<file path="config.mk">
export PLATFORM = sky130hd
export DESIGN_NAME = uart_cmd_parser_flat
export DESIGN_NICKNAME = d
export VERILOG_FILES = /design/src/rtl/uart_cmd_parser_pkg.sv /design/src/rtl/uart_cmd_parser_if.sv /design/src/rtl/uart_cmd_parser_hex.sv /design/src/rtl/uart_cmd_parser.sv /design/src/flat_wrapper.sv
export SDC_FILE = /design/constraint.sdc
export NUM_CORES = 1
export LEC_CHECK = 0
export BUFFER_PORTS_ARGS = -buffer_cell sky130_fd_sc_hd__buf_2
export CAP_MARGIN = 0
export CELL_PAD_IN_SITES_DETAIL_PLACEMENT = 1
export CELL_PAD_IN_SITES_GLOBAL_PLACEMENT = 1
export CORE_MARGIN = 5
export CORE_UTILIZATION = 35
export CTS_CLUSTER_DIAMETER = 100
export DETAILED_ROUTE_END_ITERATION = 8
export GPL_ROUTABILITY_DRIVEN = 0
export PLACE_DENSITY_LB_ADDON = 0.1
export SYNTH_ARGS = -nofsm -noshare
export SYNTH_HDL_FRONTEND = slang
export SYNTH_SLANG_ARGS = --single-unit
</file>
<file path="constraint.sdc">
create_clock -name clk -period 1.8 [get_ports clk]
set_input_delay 0.09 -clock clk [delete_from_list [all_inputs] [get_ports clk]]
set_output_delay 0.09 -clock clk [all_outputs]
set_load 0.02 [all_outputs]
</file>
<file path="src/rtl/uart_cmd_parser_pkg.sv">
// Shared types and ASCII constants for the UART command parser.
// Optional feature macro: UART_CMD_PARSER_ERR_EN (adds the err_o strobe).
package uart_cmd_parser_pkg;

  typedef enum logic [2:0] {
    IDLE = 3'd0,
    ADDR = 3'd1,
    DATA = 3'd2,
    TERM = 3'd3,
    DROP = 3'd4
  } parser_state_e;

  // line_err is the combinational "this byte ends a malformed line" flag.
  typedef struct packed {
    parser_state_e state;
    logic          line_err;
  } parser_dbg_t;

  localparam logic [7:0] CHAR_R  = 8'h52;
  localparam logic [7:0] CHAR_W  = 8'h57;
  localparam logic [7:0] CHAR_CR = 8'h0D;
  localparam logic [7:0] CHAR_LF = 8'h0A;

  function automatic logic is_term(input logic [7:0] c);
    return (c == CHAR_CR) || (c == CHAR_LF);
  endfunction

endpackage

</file>
<file path="src/rtl/uart_cmd_parser_if.sv">
// Byte-in / request-out bundle between the UART receiver, the parser and the bus bridge.
// err_o exists only when UART_CMD_PARSER_ERR_EN is defined.
interface uart_cmd_parser_if #(
  parameter int ADDR_WIDTH = 16,
  parameter int DATA_WIDTH = 16
);
  // Handshake: valid_i qualifies data_i for exactly one cycle; valid_o/err_o are
  // one-cycle strobes with no ready, so the consumer must take them when high.
  logic [7:0]            data_i;
  logic                  valid_i;
  logic [ADDR_WIDTH-1:0] addr_o;
  logic [DATA_WIDTH-1:0] data_o;
  logic                  rw_o;
  logic                  valid_o;
`ifdef UART_CMD_PARSER_ERR_EN
  logic                  err_o;

  modport master (output data_i, valid_i,
                  input  addr_o, data_o, rw_o, valid_o, err_o);
  modport slave  (input  data_i, valid_i,
                  output addr_o, data_o, rw_o, valid_o, err_o);
`else
  modport master (output data_i, valid_i,
                  input  addr_o, data_o, rw_o, valid_o);
  modport slave  (input  data_i, valid_i,
                  output addr_o, data_o, rw_o, valid_o);
`endif
endinterface

</file>
<file path="src/rtl/uart_cmd_parser_hex.sv">
// Combinational ASCII hex digit decoder: byte in, nibble plus is_hex flag out.
module ascii_hex_decode (
  input  logic [7:0] data,
  output logic [3:0] nibble,
  output logic       is_hex
);
  always_comb begin
    nibble = '0;
    is_hex = 1'b0;
    if (data >= 8'h30 && data <= 8'h39) begin
      is_hex = 1'b1;
      nibble = data[3:0];
    end else if ((data >= 8'h41 && data <= 8'h46) || (data >= 8'h61 && data <= 8'h66)) begin
      // 'A'/'a' have low nibble 1, so +9 maps them onto 10..15
      is_hex = 1'b1;
      nibble = data[3:0] + 4'd9;
    end
  end
endmodule

</file>
<file path="src/rtl/uart_cmd_parser.sv">
// Assembles R<addr> / W<addr><data> lines from UART bytes into register-bus requests.
// Define UART_CMD_PARSER_ERR_EN to get an err_o strobe per discarded line.
module uart_cmd_parser
  import uart_cmd_parser_pkg::*;
#(
  parameter int ADDR_WIDTH = 16,
  parameter int DATA_WIDTH = 16
) (
  input  logic                clk,
  input  logic                rst,
  uart_cmd_parser_if.slave    bus,
  output parser_dbg_t         dbg
);
  localparam int ADDR_DIGITS = ADDR_WIDTH / 4;
  localparam int DATA_DIGITS = DATA_WIDTH / 4;
  localparam int MAX_DIGITS  = (ADDR_DIGITS > DATA_DIGITS) ? ADDR_DIGITS : DATA_DIGITS;
  localparam int CNT_W       = $clog2(MAX_DIGITS + 1);
  localparam logic [CNT_W-1:0] ADDR_LAST = CNT_W'(ADDR_DIGITS - 1);
  localparam logic [CNT_W-1:0] DATA_LAST = CNT_W'(DATA_DIGITS - 1);

  parser_state_e         state_q, state_d;
  logic                  rw_q, rw_d;
  logic [ADDR_WIDTH-1:0] addr_sr_q, addr_sr_d;
  logic [DATA_WIDTH-1:0] data_sr_q, data_sr_d;
  logic [CNT_W-1:0]      cnt_q, cnt_d;
  logic                  issue, error;
  logic [3:0]            nibble;
  logic                  is_hex;
  logic                  term;

  logic [ADDR_WIDTH-1:0] addr_q;
  logic [DATA_WIDTH-1:0] data_q;
  logic                  rw_out_q;
  logic                  valid_q;

  ascii_hex_decode u_hex (
    .data   (bus.data_i),
    .nibble (nibble),
    .is_hex (is_hex)
  );

  assign term = is_term(bus.data_i);

  always_comb begin
    state_d   = state_q;
    rw_d      = rw_q;
    addr_sr_d = addr_sr_q;
    data_sr_d = data_sr_q;
    cnt_d     = cnt_q;
    issue     = 1'b0;
    error     = 1'b0;
    if (bus.valid_i) begin
      case (state_q)
        IDLE: begin
          if (bus.data_i == CHAR_R || bus.data_i == CHAR_W) begin
            state_d   = ADDR;
            rw_d      = (bus.data_i == CHAR_W);
            addr_sr_d = '0;
            data_sr_d = '0;
            cnt_d     = '0;
          end else if (!term) begin
            state_d = DROP;
          end
        end
        ADDR: begin
          if (is_hex) begin
            addr_sr_d = (addr_sr_q << 4) | ADDR_WIDTH'(nibble);
            if (cnt_q == ADDR_LAST) begin
              cnt_d   = '0;
              state_d = rw_q ? DATA : TERM;
            end else begin
              cnt_d = cnt_q + CNT_W'(1);
            end
          end else begin
            // short line ends here with an error; any other junk waits for the terminator
            cnt_d   = '0;
            error   = term;
            state_d = term ? IDLE : DROP;
          end
        end
        DATA: begin
          if (is_hex) begin
            data_sr_d = (data_sr_q << 4) | DATA_WIDTH'(nibble);
            if (cnt_q == DATA_LAST) begin
              cnt_d   = '0;
              state_d = TERM;
            end else begin
              cnt_d = cnt_q + CNT_W'(1);
            end
          end else begin
            cnt_d   = '0;
            error   = term;
            state_d = term ? IDLE : DROP;
          end
        end
        TERM: begin
          issue   = term;
          state_d = term ? IDLE : DROP;
        end
        DROP: begin
          if (term) begin
            error   = 1'b1;
            state_d = IDLE;
          end
        end
        default: state_d = IDLE;
      endcase
    end
  end

  always_ff @(posedge clk or posedge rst) begin
    if (rst) begin
      state_q   <= IDLE;
      rw_q      <= 1'b0;
      addr_sr_q <= '0;
      data_sr_q <= '0;
      cnt_q     <= '0;
      addr_q    <= '0;
      data_q    <= '0;
      rw_out_q  <= 1'b0;
      valid_q   <= 1'b0;
    end else begin
      state_q   <= state_d;
      rw_q      <= rw_d;
      addr_sr_q <= addr_sr_d;
      data_sr_q <= data_sr_d;
      cnt_q     <= cnt_d;
      valid_q   <= issue;
      if (issue) begin
        addr_q   <= addr_sr_q;
        data_q   <= data_sr_q;
        rw_out_q <= rw_q;
      end
    end
  end

  assign bus.addr_o  = addr_q;
  assign bus.data_o  = data_q;
  assign bus.rw_o    = rw_out_q;
  assign bus.valid_o = valid_q;

`ifdef UART_CMD_PARSER_ERR_EN
  logic err_q;

  always_ff @(posedge clk or posedge rst) begin
    if (rst) err_q <= 1'b0;
    else     err_q <= error;
  end

  assign bus.err_o = err_q;
`endif

  assign dbg.state    = state_q;
  assign dbg.line_err = error;

endmodule

</file>
<file path="src/flat_wrapper.sv">
// flat-port wrapper written by rule: the top's interface ports become plain ports
module uart_cmd_parser_flat import uart_cmd_parser_pkg::*;
#(
  parameter int ADDR_WIDTH = 16,
  parameter int DATA_WIDTH = 16
)
  (clk, rst, dbg, bus_data_i, bus_valid_i, bus_addr_o, bus_data_o, bus_rw_o, bus_valid_o);
  uart_cmd_parser_if #(.ADDR_WIDTH(ADDR_WIDTH), .DATA_WIDTH(DATA_WIDTH)) bus_i ();
  input  logic clk;
  input  logic rst;
  output parser_dbg_t dbg;
  input wire logic [$bits(bus_i.data_i)-1:0] bus_data_i;
  input wire logic [$bits(bus_i.valid_i)-1:0] bus_valid_i;
  output wire logic [$bits(bus_i.addr_o)-1:0] bus_addr_o;
  output wire logic [$bits(bus_i.data_o)-1:0] bus_data_o;
  output wire logic [$bits(bus_i.rw_o)-1:0] bus_rw_o;
  output wire logic [$bits(bus_i.valid_o)-1:0] bus_valid_o;
  assign bus_i.data_i = bus_data_i;
  assign bus_i.valid_i = bus_valid_i;
  assign bus_addr_o = bus_i.addr_o;
  assign bus_data_o = bus_i.data_o;
  assign bus_rw_o = bus_i.rw_o;
  assign bus_valid_o = bus_i.valid_o;
  uart_cmd_parser #(.ADDR_WIDTH(ADDR_WIDTH), .DATA_WIDTH(DATA_WIDTH)) u_core (.clk(clk), .rst(rst), .bus(bus_i), .dbg(dbg));
endmodule
</file>
==> results of run 1 <==
[metrics by stage]
step	TNS, ps	hold slack (ps)	setup slack [ps]
global route	-54.04	220.8	-54.04
floorplan	-281.1	278.4	-28.12
detailed placement	-12890	224.5	-303.2
global placement	-11710	220.4	-275.8
CTS	-14.78	197.9	-14.78
finish	-4.730	212.0	-4.730
[critical path: stages]
cell     delay [ps]
buf_2           120
or4b_4          550
nor3_4          330
buf_4           220
nor4_4           50
o211a_1         230
buf_6           130
[registers in the layout, indices dropped and copies added (netlist names)]
signal              count
u_core.addr_sr_q       16
u_core.bus.addr_o      16
u_core.bus.data_o      16
u_core.data_sr_q       16
u_core.cnt_q            3
u_core.state_q          3
u_core.bus.rw_o         1
u_core.bus.valid_o      1
u_core.rw_q             1
[cell families (layout without fill, tap and decap cells)]
group           Yosys count  in the layout  synth area share, %
compound gates           54             54                13.44
fa+ha+maj                 6              6                2.336
mux                      38             38                13.32
simple gates             51             51                9.969
xor+xnor                  1              1               0.2726
flops                    73             73                56.85
buf+inv                  25            116                3.816
[cell type report]
cell class / count / area [um2]
inverters: 10 / 41.29
clock buffers: 10 / 127.6
well taps: 111 / 138.9
repair buffers: 90 / 639.4
fillers: 975 / 4866
flip-flops and latches: 73 / 1831
multi-input cells: 150 / 1350
clock inverters: 6 / 115.1
[layer usage]
| metal | vias up | GRT usage, % |
|---|---|---|
| li1 | 1083 | - |
| met1 | 1134 | 17.74 |
| met2 | 40 | 21.45 |
| met3 | 6 | 3.674 |
| met4 | 0 | 3.053 |
| met5 | - | 0 |
[path summary, 6_finish.rpt]
path                                               to  cells after the start         startpoint  slack (ps)
worst max-delay path                           dbg[0]                      7      bus_data_i[4]          -5
worst min-delay path                      u_core.rw_q                      4      bus_data_i[2]         210
worst max register to register  u_core.bus.data_o[10]                      5  u_core.state_q[1]          70
worst min register to register        u_core.bus.rw_o                      2    u_core.bus.rw_o         490
max in group asynchronous        u_core.addr_sr_q[13]                      4                rst         800
min in group asynchronous       u_core.bus.addr_o[11]                      3                rst         380
[synth_stat cells (2+ instances only)]
| master | count | area [um2] |
|---|---|---|
| buf_2 | 4 | 20.02 |
| dfrtp_1 | 73 | 1827 |
| a22o_1 | 33 | 289.0 |
| a21oi_1 | 4 | 20.02 |
| buf_4 | 2 | 15.01 |
| nor2_1 | 8 | 30.03 |
| o21ai_0 | 5 | 25.02 |
| nor3_1 | 6 | 30.03 |
| buf_6 | 2 | 22.52 |
| nand2_1 | 13 | 48.80 |
| nor3_4 | 2 | 32.53 |
| or4_1 | 2 | 15.01 |
| nor4_1 | 3 | 18.77 |
| inv_1 | 10 | 37.54 |
| nand2b_1 | 2 | 12.51 |
| and3_1 | 3 | 18.77 |
| clkbuf_1 | 5 | 18.77 |
| mux2_2 | 38 | 427.9 |
| ha_1 | 6 | 75.07 |
| nor2b_1 | 2 | 12.51 |
[report_power, final]
group / internal, mW / total (mW) / switching [mW]
sequential: 1.65 / 1.67 / 0.0143
combinational: 0.164 / 0.374 / 0.210
clock: 0.929 / 1.55 / 0.621
[repair_timing]
item | in CTS | in global routing
pin swaps | 4 | 0
endpoints found under the hold margin | 26 | 0
hold buffers | 1 | 0
setup endpoints to repair | 33 | 3
setup buffers | 4 | 0
resized for setup | 11 | 5
gates cloned | 0 | 0
[cell usage in the layout (no fill, tap or decap), types with 2 or more instances in the layout]
master      count
or4b_4          2
dfrtp_2         3
inv_1           6
nor3_4          2
buf_4          35
buf_12          6
inv_2           3
dfrtp_1        70
nor4_4          2
a22o_1         33
ha_1            4
nor2_1          8
clkbuf_8        9
nor3_1          5
a21oi_1         2
and3_1          2
buf_2          47
ha_2            2
nor4_1          2
mux2_2         37
clkinvlp_4      2
nand2_1        12
bufinv_16       3
o21ai_0         5
==> out/qor.yml, run 1 <==
outcome: "finished, violations left"
violations: "negative setup slack"
cellPowerDensity_nw_per_um2: 846.5
antennaDiodeCount: 0
cts_tree: "done"
yosysSeqAreaShare_pct: 56.85
hold_path_class: "in -> reg"
die_w_um: 105.8
first_pass_iters: 4
finalCritPeriodShare_pct: 100.3
cts-buffers-inserted: 9
fin_skew_ps: 16.20
startpoint_type: "input pin"
required_ps: 1710
wirelength_mm: 7.076
rows: 35
crit_arrival_ps: 1710
antenna_found_initial: 0
synth_nets: 265
dp.cells: 429
coreArea_um2: 9109
cp-end-kind: "output port"
clock_latency_ps: 340
cts.sinks: 73
cts-root-buf: "clkbuf_8"
async_flop_share_pct: 100.0
ys_types: 45
vias: 2263
io-pin-count: 49
power_mw: 3.591
initial_core_util_pct: 35.27
htree_levels: 3
grt_max_degree: 36
via_per_inst: 5.029
top_layer: "met4"
drc_errors: 0
min_period_ps: 1805
dp_hpwl_mm: 5.107
ir_drop_v: 0.0003914
ys_ff_latch: 73
synth-edff-count: 0
track_usage_pct: 13.26
slew_headroom_pct: 56.40
grt_pass1_vias: 2416
worst_pin_slew_ps: 652.7
die_y_um: 105.8
synthToLayoutAreaGrowth_pct: 32.05
grt_pass1_wl_mm: 11.96
wl_met2_mm: 3.362
clkTransAtPathRegs_ps: 70
syn_area_per_cell_um2: 12.96
synth_area_um2: 3213
routedWlPerCell_um: 15.72
final_area_um2: 4243
rsz0062_at_grt: "yes"
path_max_fanout: 7
final-hold-violation-count: 0
cts.path.max_buffers: 2
fin_cells: 450
critPathKind: "in -> out"
cap_violations: 0
layout_setup_ws_ps: -4.730
ant_nets: 0
drive_above_1_share_pct: 50.15
route.met3.wl_um: 306
clock.fmax_mhz: 554.1
met1Wirelength_mm: 3.358
dominantRegCellSynth: "dfrtp_1"
fin_nets: 351
place_area_um2: 3897
first_iter_violations: 46
netlist_instances: 248
die_area_um2: 11200
grt-ovfl-total: 0
slew_violations: 0
yosysWarnings: 0
final_core_util_pct: 46.58
finalSetupViolations: 1
io_buffer_count: 48
p_leak_nw: 2.195
(Power assumes the default switching activity.)
==> inputs of run 2 (changes only) <==
- CTS_BUF_LIST: unset -> sky130_fd_sc_hd__clkbuf_8
==> run 2 against run 1 <==
The flow still finishes with violations (negative setup slack). Worst setup slack unchanged. Sequential share of layout area unchanged. Wire length about the same. Non-clock buffer count unchanged. Sequential power about the same. Critical endpoint unchanged.
==> out/qor.yml, run 2 (synthesis results as in run 1) <==
clock_latency_ps: 340  # about the same
rsz0062_at_grt: "yes"
max_stage_delay_ps: 550  # about the same
pwr-share-seq_pct: 46.5  # about the same
grt_pass1_wl_mm: 11.96  # unchanged
wirelength_mm: 7.069  # about the same
synthToLayoutAreaGrowth_pct: 32.05  # unchanged
clkTransAtPathRegs_ps: 70  # about the same
drive_above_1_share_pct: 50.15  # unchanged
worst_path_max_delay_cell: "or4b_4"
vias: 2263  # unchanged
die_area_um2: 11200  # unchanged
combPwrFrac_pct: 10.4  # about the same
intPower_mw: 2.740  # -0.21%
cts-buffers-inserted: 9  # unchanged
critPathBufInv: 3  # unchanged
power.share.clock_pct: 43.1  # about the same
first_pass_iters: 4  # unchanged
routedWlPerCell_um: 15.71  # about the same
first_iter_violations: 46  # unchanged
grt-ovfl-total: 0  # unchanged
die_y_um: 105.8  # unchanged
layout_common_cells: "dfrtp_1 (70), buf_2 (47), mux2_2 (37)"
layout_setup_ws_ps: -4.730  # unchanged
cts-root-buf: "clkbuf_8"
htree_levels: 3  # unchanged
clock.fmax_mhz: 554.1  # unchanged
coreArea_um2: 9109  # unchanged
path_cells: "buf_2 > or4b_4 > nor3_4 > buf_4 > nor4_4 > o211a_1 > buf_6"
die_w_um: 105.8  # unchanged
grt_pass1_vias: 2416  # unchanged
finalCritPeriodShare_pct: 100.3  # unchanged
min_period_ps: 1805  # unchanged
dp_hpwl_mm: 5.107  # unchanged
p_sw_share_pct: 23.58  # +0.035 points
slew_violations: 0  # unchanged
power_mw: 3.586  # -0.16%
finalSetupViolations: 1  # unchanged
violations: "negative setup slack"
ir_drop_v: 0.0003914  # unchanged
place_ws_ps: -303.2  # unchanged
fin_skew_ps: 16.20  # unchanged
ant_nets: 0  # unchanged
fin_nets: 351  # unchanged
required_ps: 1710  # about the same
dp.cells: 429  # unchanged
slew_headroom_pct: 56.40  # about the same
cts_tree: "done"
fin_cells: 450  # unchanged
hold_path_class: "in -> reg"
via_per_inst: 5.029  # unchanged
initial_core_util_pct: 35.27  # unchanged
cp-end-kind: "output port"
p_leak_nw: 2.199  # +0.19%
cellPowerDensity_nw_per_um2: 845.1  # -0.16%
fin_tns_setup_ps: -4.730  # unchanged
io-pin-count: 49  # unchanged
outcome: "finished, violations left"
antenna_found_initial: 0  # unchanged
crit_arrival_ps: 1710  # about the same
critPathKind: "in -> out"
cts.sinks: 73  # unchanged
track_usage_pct: 13.26  # unchanged
io_buffer_count: 48  # unchanged
final_common_cell: "dfrtp_1"
cts.path.max_buffers: 2  # unchanged
final-hold-violation-count: 0  # unchanged
crit_family: "simple AND/OR/NAND/NOR gates"
switching_power_uw: 845.6  # about the same
path_max_fanout: 7  # unchanged
drc_errors: 0  # unchanged
cap_violations: 0  # unchanged
rows: 35  # unchanged
antennaDiodeCount: 0  # unchanged
worst_pin_slew_ps: 652.6  # -0.08529 ps
grt_max_degree: 36  # unchanged
startpoint_type: "input pin"
-- run 2: worst min-delay path, stage by stage --
cell	delay (ps)
buf_2	150
buf_4	150
nand2_1	40
o21ai_0	70
-- run 2: cell type report --
type,instances,area [um2]
Tap cell,111,138.9
Inverter,10,41.29
Fill cell,975,4866
Clock buffer,9,123.9
Multi-Input combinational cell,150,1350
Sequential cell,73,1831
Timing Repair Buffer,90,639.4
Clock inverter,7,118.9
-- run 2: repair_timing --
action | in CTS | in global routing
pin swaps | 4 | 0
hold buffers | 1 | 0
setup buffers | 4 | 0
gates resized for setup | 11 | 5
setup endpoints to repair | 33 | 3
endpoints found under the hold margin | 26 | 0
-- run 2: through the flow --
step | hold WS, ps | area [um2] | utilization, %
6_report | 212.1 | 4243 | 46.58
2_1_floorplan | 278.4 | 3297 | -
5_1_grt | 220.8 | 4243 | 46.58
4_1_cts | 197.9 | 4230 | 46.44
3_5_place_dp | 224.5 | 3897 | 42.79
3_3_place_gp | 220.4 | 3897 | 42.79
-- run 2: final timing paths --
kind	start	endpoint	slack, ps	depth (start not counted)
max	bus_data_i[4]	dbg[0]	-5	7
min	bus_data_i[2]	u_core.rw_q	210	4
max reg2reg	u_core.state_q[1]	u_core.bus.data_o[10]	70	5
min reg2reg	u_core.bus.rw_o	u_core.bus.rw_o	490	2
max in group asynchronous	rst	u_core.addr_sr_q[13]	800	4
min in group asynchronous	rst	u_core.bus.addr_o[11]	380	3
-- run 2: power by group through the flow --
stage / combinational [mW] / sequential (mW) / clock (mW)
global placement: 0.314 / 1.72 / 0
detailed placement: 0.322 / 1.72 / 0
finish: 0.374 / 1.67 / 1.54
global route: 0.413 / 1.67 / 1.67
CTS: 0.374 / 1.67 / 1.59
floorplan: 0.206 / 1.71 / 0
-- run 2: metal layers --
layer	global-route usage, %	vias to the layer above	share of wire, %
met2	21.45	40	48
li1	-	1084	-
met4	3.053	0	0.69
met3	3.674	6	4.3
met5	0	-	0
met1	17.74	1133	47
